===== src/rtl/if_id_fetch_buffer.sv =====
// IF->ID instruction queue holding {pc, instruction} pairs, released in FIFO order.
// Define IF_BUF_BYPASS_EN to let an empty queue forward IF data to ID in the same cycle.
module if_id_fetch_buffer #(
    parameter int WIDTH = 32,
    parameter int DEPTH = 2
) (
    input  logic             clk,
    input  logic             rst,
    input  logic             flush,
    input  logic             in_valid,
    input  logic [WIDTH-1:0] in_pc,
    input  logic [WIDTH-1:0] in_instruction,
    output logic             in_ready,
    output logic             out_valid,
    output logic [WIDTH-1:0] out_pc,
    output logic [WIDTH-1:0] out_instruction,
    input  logic             out_ready
);

    localparam int PTR_W = $clog2(DEPTH);
    localparam int CNT_W = PTR_W + 1;
    localparam logic [CNT_W-1:0] FULL_CNT = CNT_W'(DEPTH);

    logic [WIDTH-1:0] pc_mem    [DEPTH];
    logic [WIDTH-1:0] instr_mem [DEPTH];

    logic [PTR_W-1:0] rd_ptr;
    logic [PTR_W-1:0] wr_ptr;
    logic [CNT_W-1:0] count;

    logic stored_valid;
    logic bypass_take;
    logic push;
    logic pop;

    assign stored_valid = (count != '0);
    assign in_ready     = (count != FULL_CNT);
    assign pop          = stored_valid & out_ready;

`ifdef IF_BUF_BYPASS_EN
    logic bypass_active;

    // Only an empty queue forwards, so ordering with stored entries is never violated.
    assign bypass_active = ~stored_valid & in_valid & ~flush;
    assign bypass_take   = bypass_active & out_ready;

    always_comb begin
        out_valid       = stored_valid | bypass_active;
        out_pc          = '0;
        out_instruction = '0;
        if (stored_valid) begin
            out_pc          = pc_mem[rd_ptr];
            out_instruction = instr_mem[rd_ptr];
        end else if (bypass_active) begin
            out_pc          = in_pc;
            out_instruction = in_instruction;
        end
    end
`else
    assign bypass_take = 1'b0;

    always_comb begin
        out_valid       = stored_valid;
        out_pc          = '0;
        out_instruction = '0;
        if (stored_valid) begin
            out_pc          = pc_mem[rd_ptr];
            out_instruction = instr_mem[rd_ptr];
        end
    end
`endif

    assign push = in_valid & in_ready & ~bypass_take;

    always_ff @(posedge clk or negedge rst) begin
        if (!rst) begin
            rd_ptr <= '0;
            wr_ptr <= '0;
            count  <= '0;
        end else if (flush) begin
            // Wrong-path contents and this cycle's fetch are both discarded.
            rd_ptr <= '0;
            wr_ptr <= '0;
            count  <= '0;
        end else begin
            if (push) begin
                wr_ptr <= wr_ptr + PTR_W'(1);
            end
            if (pop) begin
                rd_ptr <= rd_ptr + PTR_W'(1);
            end
            case ({push, pop})
                2'b10:   count <= count + CNT_W'(1);
                2'b01:   count <= count - CNT_W'(1);
                default: count <= count;
            endcase
        end
    end

    always_ff @(posedge clk) begin
        if (push && !flush) begin
            pc_mem[wr_ptr]    <= in_pc;
            instr_mem[wr_ptr] <= in_instruction;
        end
    end

endmodule


===== config.mk =====
export PLATFORM = sky130hd
export DESIGN_NAME = if_id_fetch_buffer
export DESIGN_NICKNAME = d
export VERILOG_FILES = /design/src/rtl/if_id_fetch_buffer.sv
export SDC_FILE = /design/constraint.sdc
export NUM_CORES = 1
export LEC_CHECK = 0
export BUFFER_PORTS_ARGS = -buffer_cell sky130_fd_sc_hd__buf_2
export CAP_MARGIN = 20
export CORE_MARGIN = 1
export CORE_UTILIZATION = 55
export CTS_CLUSTER_DIAMETER = 60
export DETAILED_ROUTE_END_ITERATION = 7
export PLACE_DENSITY_LB_ADDON = 0.3
export RECOVER_POWER = 50
export SETUP_SLACK_MARGIN = 0.15
export SLEW_MARGIN = 20
export SYNTH_ARGS = -nofsm -noshare
export SYNTH_HDL_FRONTEND = slang
export SYNTH_SLANG_ARGS = --single-unit

===== constraint.sdc =====
create_clock -name clk -period 10.7 [get_ports clk]
set_clock_uncertainty 0.2 [all_clocks]
set_input_delay 1.07 -clock clk [delete_from_list [all_inputs] [get_ports clk]]
set_output_delay 1.07 -clock clk [all_outputs]
set_load 0.01 [all_outputs]

==> impl_metrics.tcl, run 1 <==
set metrics [dict create \
    cts-root-buf "clkbuf_8" \
    yosysWarnings 0 \
    area_growth_pct 26.23 \
    drive_above_1_share_pct 30.46 \
    p_seq_share_pct 47.5 \
    vias 2907 \
    post-route-worst-setup-slack_ps 6095 \
    peakVddDrop_mv 0.1310 \
    multi_input_area_um2 1001 \
    regArea_um2 3944 \
    port_buffers 134 \
    cts_made_buffers 17 \
    cts_resized 0 \
    wl_per_cell_um 15.81 \
    finalSetupViolCount 0 \
    critPathKind "flop to output port" \
    p_leak_nw 2.379 \
    rows 34 \
    crit_start "count[0]" \
    dpl_cell_area_um2 5801 \
    final_hold_viol_count 0 \
    final_common_cell "edfxtp_1" \
    design_area_um2 6352 \
    synth.avg_cell_area_um2 16.94 \
    slew_headroom_pct -140.7 \
    fmax_mhz 217.2 \
    synthTopCellsByArea "edfxtp_1, mux2i_1, nor2_1" \
    crit_path_start_kind "flop" \
    syn_inst 297 \
    worstPathArrival_ps 3330 \
    power_density_nw_per_um2 198.7 \
    end_kind "output port" \
    placedCellCount 528 \
    post_cts_buffers 0 \
    htree_num_levels 4 \
    nFillCells 599 \
    most-common-layout-cells "edfxtp_1, buf_2, nor2_1" \
    rsz0062_at_grt "no" \
    yosys_register_bits 132 \
    synth_cell_types 22 \
    p_switching_mw 0.2911 \
    pre_cts_slack_ps 7596 \
    power_frac_clock_pct 44.4 \
    maxCapViolCount 3 \
    p_sw_share_pct 23.06 \
    track_usage_pct 19.58 \
    worst_pin_slew_ps 3611 \
    dr.first_iter.drc_count 145 \
    via_per_inst 5.182 \
    clk_pin_slew_ps 60 \
    clk_latency_ps 500 \
    gr-total-overflow 0 \
    grt_pass1_wl_um 14080 \
    worstPathMaxFanout 34 \
    grt_max_degree 66 \
    drc 18 \
    synth.net_count 366 \
    cts_num_sinks 132 \
    drtAntennaViolNets 0 \
    ys_seq_area_share_pct 78.37 \
    fp.dieW_um 97.66 \
    cts_tree "yes" \
    period_minus_slack_ps 4605 \
    initial_core_util_pct 57.15 \
    synth_top_cell_area_share_pct 76.38 \
    ctsHoldBuffers 0 \
    antennaDiodeCount 0 \
    fin_nets 509 \
    violations "design-rule violations, max-capacitance violations, max-slew violations" \
    place_hpwl_um 5402 \
    worstHoldPathType "input pin to asynchronous set/reset pin" \
    syn_area_um2 5032 \
    crit_required_ps 9430 \
    fin_cells 561 \
    combPwrFrac_pct 8.2 \
    grt_pass1_vias 2941 \
    drv_slew 127 \
    antenna_found_initial 0 \
    pin_count 135 \
    routed_wirelength_um 8867 \
    status "complete, but fails checks" \
    timing.rr.start "count[1]" \
    period_share_pct 43.04 \
    die_area_um2 9537 \
    final.setup.tns_ps 0 \
    dr.pass1.iters 7 \
    yosysTopAreaCell "edfxtp_1" \
    fp.dieH_um 97.66 \
    core-area_um2 8806 \
    clock_path_buffers 2 \
    intPower_mw 0.9713 \
    gp_congestion 0.7205 \
]
## cell type report
cell class	instances	share of cell area (%)
Inverter	3	0.1773
Sequential cell	132	62.08
Clock inverter	15	2.679
Timing Repair Buffer	138	10.66
Tap cell	108	2.127
Multi-Input combinational cell	148	15.76
Clock buffer	17	6.520
## per-layer routing
layer  GRT usage (%)  share of wire (%)
met5               0                  0
met3           5.468                5.3
met4           8.508                1.2
met1           23.46                 40
met2           33.22                 54
## cells in the mapped netlist (all sizes together)
cell / n
edfxtp: 128
nor2: 67
mux2i: 64
buf: 13
dfrtp: 4
inv: 3
o21ai: 3
a21oi: 2
nand2: 2
a22oi: 1
a31oi: 1
clkbuf: 1
nand3: 1
nand3b: 1
nor2b: 1
nor3: 1
nor3b: 1
or3: 1
or4b: 1
xor2: 1
## critical path, cell delays in order, from the launching register on
cell and delay [ps]:
dfrtp_1 430, nor2_1 1550, buf_4 560, nor2_1 120, buf_2 160
## path summary, 6_finish.rpt
check                                end  slack (ps)  depth (start not counted)
setup / recovery              out_pc[26]        6100                          4
hold / removal                    wr_ptr         200                          1
setup reg to reg           pc_mem[0][29]        6520                          5
hold reg to reg                   wr_ptr         410                          2
max in group asynchronous         rd_ptr        9880                          1
min in group clk                  wr_ptr         410                          2
## registers in the layout (all words and copies together) (netlist names)
signal,count
instr_mem,64
pc_mem,64
count,2
rd_ptr,1
wr_ptr,1
## power by group through the flow
stage / sequential, mW / combinational [mW] / clock [mW]
5_1_grt: 0.601 / 0.113 / 0.592
3_5_place_dp: 0.616 / 0.0978 / 0
4_1_cts: 0.605 / 0.0984 / 0.570
2_1_floorplan: 0.605 / 0.0650 / 0
3_3_place_gp: 0.615 / 0.0952 / 0
6_report: 0.599 / 0.103 / 0.560
## logic make-up after synthesis
family | Yosys count | synth area share (%)
flops | 132 | 78.37
mux | 64 | 12.73
compound gates | 7 | 0.7708
simple gates | 76 | 6.116
buf+inv | 17 | 1.840
xor+xnor | 1 | 0.1741
## per-stage QoR
stage	hold WS [ps]	utilization [%]	total power, mW
after detailed placement	404.8	65.87	0.7138
after global routing	204.2	72.14	1.306
final	204.0	72.14	1.262
after CTS	146.6	72.51	1.274
after floorplan	329.4	-	0.6704
after global placement	362.5	65.87	0.7098
(Power assumes the default switching activity.)
==> run 2, diff against run 1 <==
Settings changed: ABC_AREA set to 1, CORE_UTILIZATION 55 to 52.
Clock period 10.7 ns to 4.3 ns, I/O delays scaled along.
==> run 2 against run 1 <==
Compared with the run above:
- critical path depth unchanged
- first-iteration DRC count up 26%
- global-route usage up 3.6 points
- die area up 5.3%
- cell count up 29%
- wire length up 26%
- the flow now finishes without violations
- core utilization up 3.3 points
==> impl_metrics.tcl, run 2 <==
set metrics [dict create \
    post_cts_buffers 0 \
    worstHoldPathType "input pin to flop" \
    htree_num_levels 4 \
    yosysTopAreaCell "edfxtp_1" \
    synth_top_cells_by_count "nand2_1, edfxtp_1, a21oi_1, clkbuf_1, inv_1" \
    power_mw 4.094 \
    p_switching_mw 1.292 \
    initial_core_util_pct 54.03 \
    dr.first_iter.drc_count 183 \
    power_frac_clock_pct 34.8 \
    via_per_inst 5.039 \
    core-area_um2 9284 \
    synth.net_count 446 \
    cts_num_sinks 132 \
    clock_path_buffers 2 \
    worst_pin_slew_ps 1021 \
    dr.pass1.iters 4 \
    period_minus_slack_ps 3039 \
    cp_slowest_stage_delay_ps 640 \
    p_leak_nw 2.731 \
    routed.top_layer "met4" \
    synth_cell_types 18 \
    yosysMostFrequentCell "nand2_1" \
    synth_top_cell_area_share_pct 76.63 \
    end_kind "output port" \
    power_density_nw_per_um2 584.9 \
    drtAntennaViolNets 0 \
    async_flop_share_pct 3.030 \
    area_growth_pct 39.54 \
    timing.rr.start "count[0]" \
    syn_area_um2 5016 \
    synth_edf_count 128 \
    fin_nets 648 \
    synth_top_family_by_area "simple AND/OR/NAND/NOR gates" \
    path_cells "nor2_4 -> buf_4 -> a21oi_1 -> buf_2" \
    cts_tree "yes" \
    vias 3633 \
    fp.dieH_um 100.2 \
    yosys_register_bits 132 \
    cts_made_buffers 17 \
    yosysWarnings 0 \
    gr-total-overflow 0 \
    ys_seq_area_share_pct 78.62 \
    cts-root-buf "clkbuf_8" \
    finalSetupViolCount 0 \
    ctsHoldBuffers 65 \
    synth_simple_gate_area_share_pct 11.77 \
    wl_per_cell_um 15.45 \
    m1WireLength_um 4523 \
    crit_path_start_kind "flop" \
    final.setup.tns_ps 0 \
    critPathSlowestCell "nor2_4" \
    post-route-worst-setup-slack_ps 1261 \
    fmax_mhz 329.1 \
    antenna_found_initial 0 \
    peakVddDrop_mv 0.5083 \
    grt_pass1_wl_um 17440 \
    synth_compound_area_share_pct 6.909 \
    pin_count 135 \
    clk_pin_slew_ps 60 \
    grt_pass1_vias 3703 \
    status "finished, final reports clean" \
    slew_headroom_pct 31.75 \
    antennaDiodeCount 0 \
    drv_slew 0 \
    pre_cts_slack_ps 1764 \
    syn_inst 377 \
    drive_above_1_share_pct 22.30 \
    fp.dieW_um 100.2 \
    rsz0062_at_grt "no" \
    timing.hold.ws_ps 85.24 \
    drc 0 \
    worstPathArrival_ps 2410 \
    most-common-layout-cells "nand2_1, edfxtp_1, buf_2" \
    period_share_pct 70.67 \
    rows 35 \
    synth.avg_cell_area_um2 13.31 \
    critPathKind "flop to output port" \
    ys.flop_type "edfxtp_1" \
    wl_met2_um 5833 \
    p_seq_share_pct 38.6 \
    worstPathMaxFanout 35 \
    synth_xor_area_share_pct 0 \
    grt_max_degree 67 \
    synthTopCellsByArea "edfxtp_1, nand2_1, a21oi_1" \
    maxCapViolCount 0 \
    cts_resized 0 \
    track_usage_pct 23.17 \
    yosys.area_share.adder_pct 0 \
    final_common_cell "nand2_1" \
    routed_wirelength_um 11140 \
    met3WireLength_um 620 \
    combPwrFrac_pct 26.5 \
    reg_top3 "instr_mem x64, pc_mem x64, count x2" \
    port_buffers 134 \
    intPower_mw 2.802 \
    gp_congestion 0.7343 \
    hold_start "flush" \
    die_area_um2 10040 \
    crit_required_ps 3670 \
    clk_latency_ps 500 \
    final_hold_viol_count 0 \
    p_sw_share_pct 31.56 \
    crit_start "count[0]" \
    place_hpwl_um 5929 \
    synthMuxAreaShare_pct 0 \
]
-- run 2: cell types whose count changed after synthesis, sizes merged, moves of 5 or more --
cell    change
clkbuf      +7
inv         +5
nor2       -61
a21oi      +63
mux2i      -64
nand2     +138
-- run 2: worst max-delay path: cells and delay by family, from the launching register on --
family	cells	cell delay, ps
buffers and inverters	2	680
AOI/OAI and AO/OA	1	110
DFF	1	430
and+or+nand+nor	1	640
-- run 2: power by group through the flow --
stage / registers, mW / logic [mW] / clock network (mW)
4_1_cts: 1.58 / 1.10 / 1.44
6_report: 1.58 / 1.09 / 1.43
5_1_grt: 1.59 / 1.20 / 1.50
3_5_place_dp: 1.61 / 1.05 / 0
3_3_place_gp: 1.60 / 1.03 / 0
2_1_floorplan: 1.61 / 0.641 / 0
-- run 2: logic make-up after synthesis --
family,after synthesis
AND/OR/NAND/NOR,148
buffers and inverters,28
AO/OA/AOI/OAI,69
flip-flops,132
-- run 2: cell type report --
class | count | area (µm²)
sequential | 132 | 3945
timing repair buffer | 203 | 1319
inverter | 8 | 31.28
clock buffer | 17 | 414.1
tap | 129 | 161.4
clock inverter | 15 | 181.4
fill | 642 | 2285
multi-input combinational | 217 | 947.2
-- run 2: path summary, 6_finish.rpt --
path	to	slack, ps	cells past startpoint
max in group asynchronous	rd_ptr	3560	2
min in group asynchronous	wr_ptr	110	2
hold reg to reg	wr_ptr	360	1
hold / removal	rd_ptr	90	4
setup reg to reg	pc_mem[0][13]	1660	7
setup / recovery	out_pc[15]	1260	4
-- run 2: through the flow --
step | util, % | instances | instance area (µm²)
3_5_place_dp | 62.68 | 624 | 5819
5_1_grt | 75.39 | 721 | 6999
6_report | 75.39 | 721 | 6999
4_1_cts | 76.11 | 721 | 7066
2_1_floorplan | - | 377 | 5016
3_3_place_gp | 62.68 | 624 | 5819
-- run 2: metal layers --
layer	vias up	track usage, %
li1	1734	-
met1	1748	28.07
met2	136	40.25
met3	15	5.850
met4	0	8.473
met5	-	0
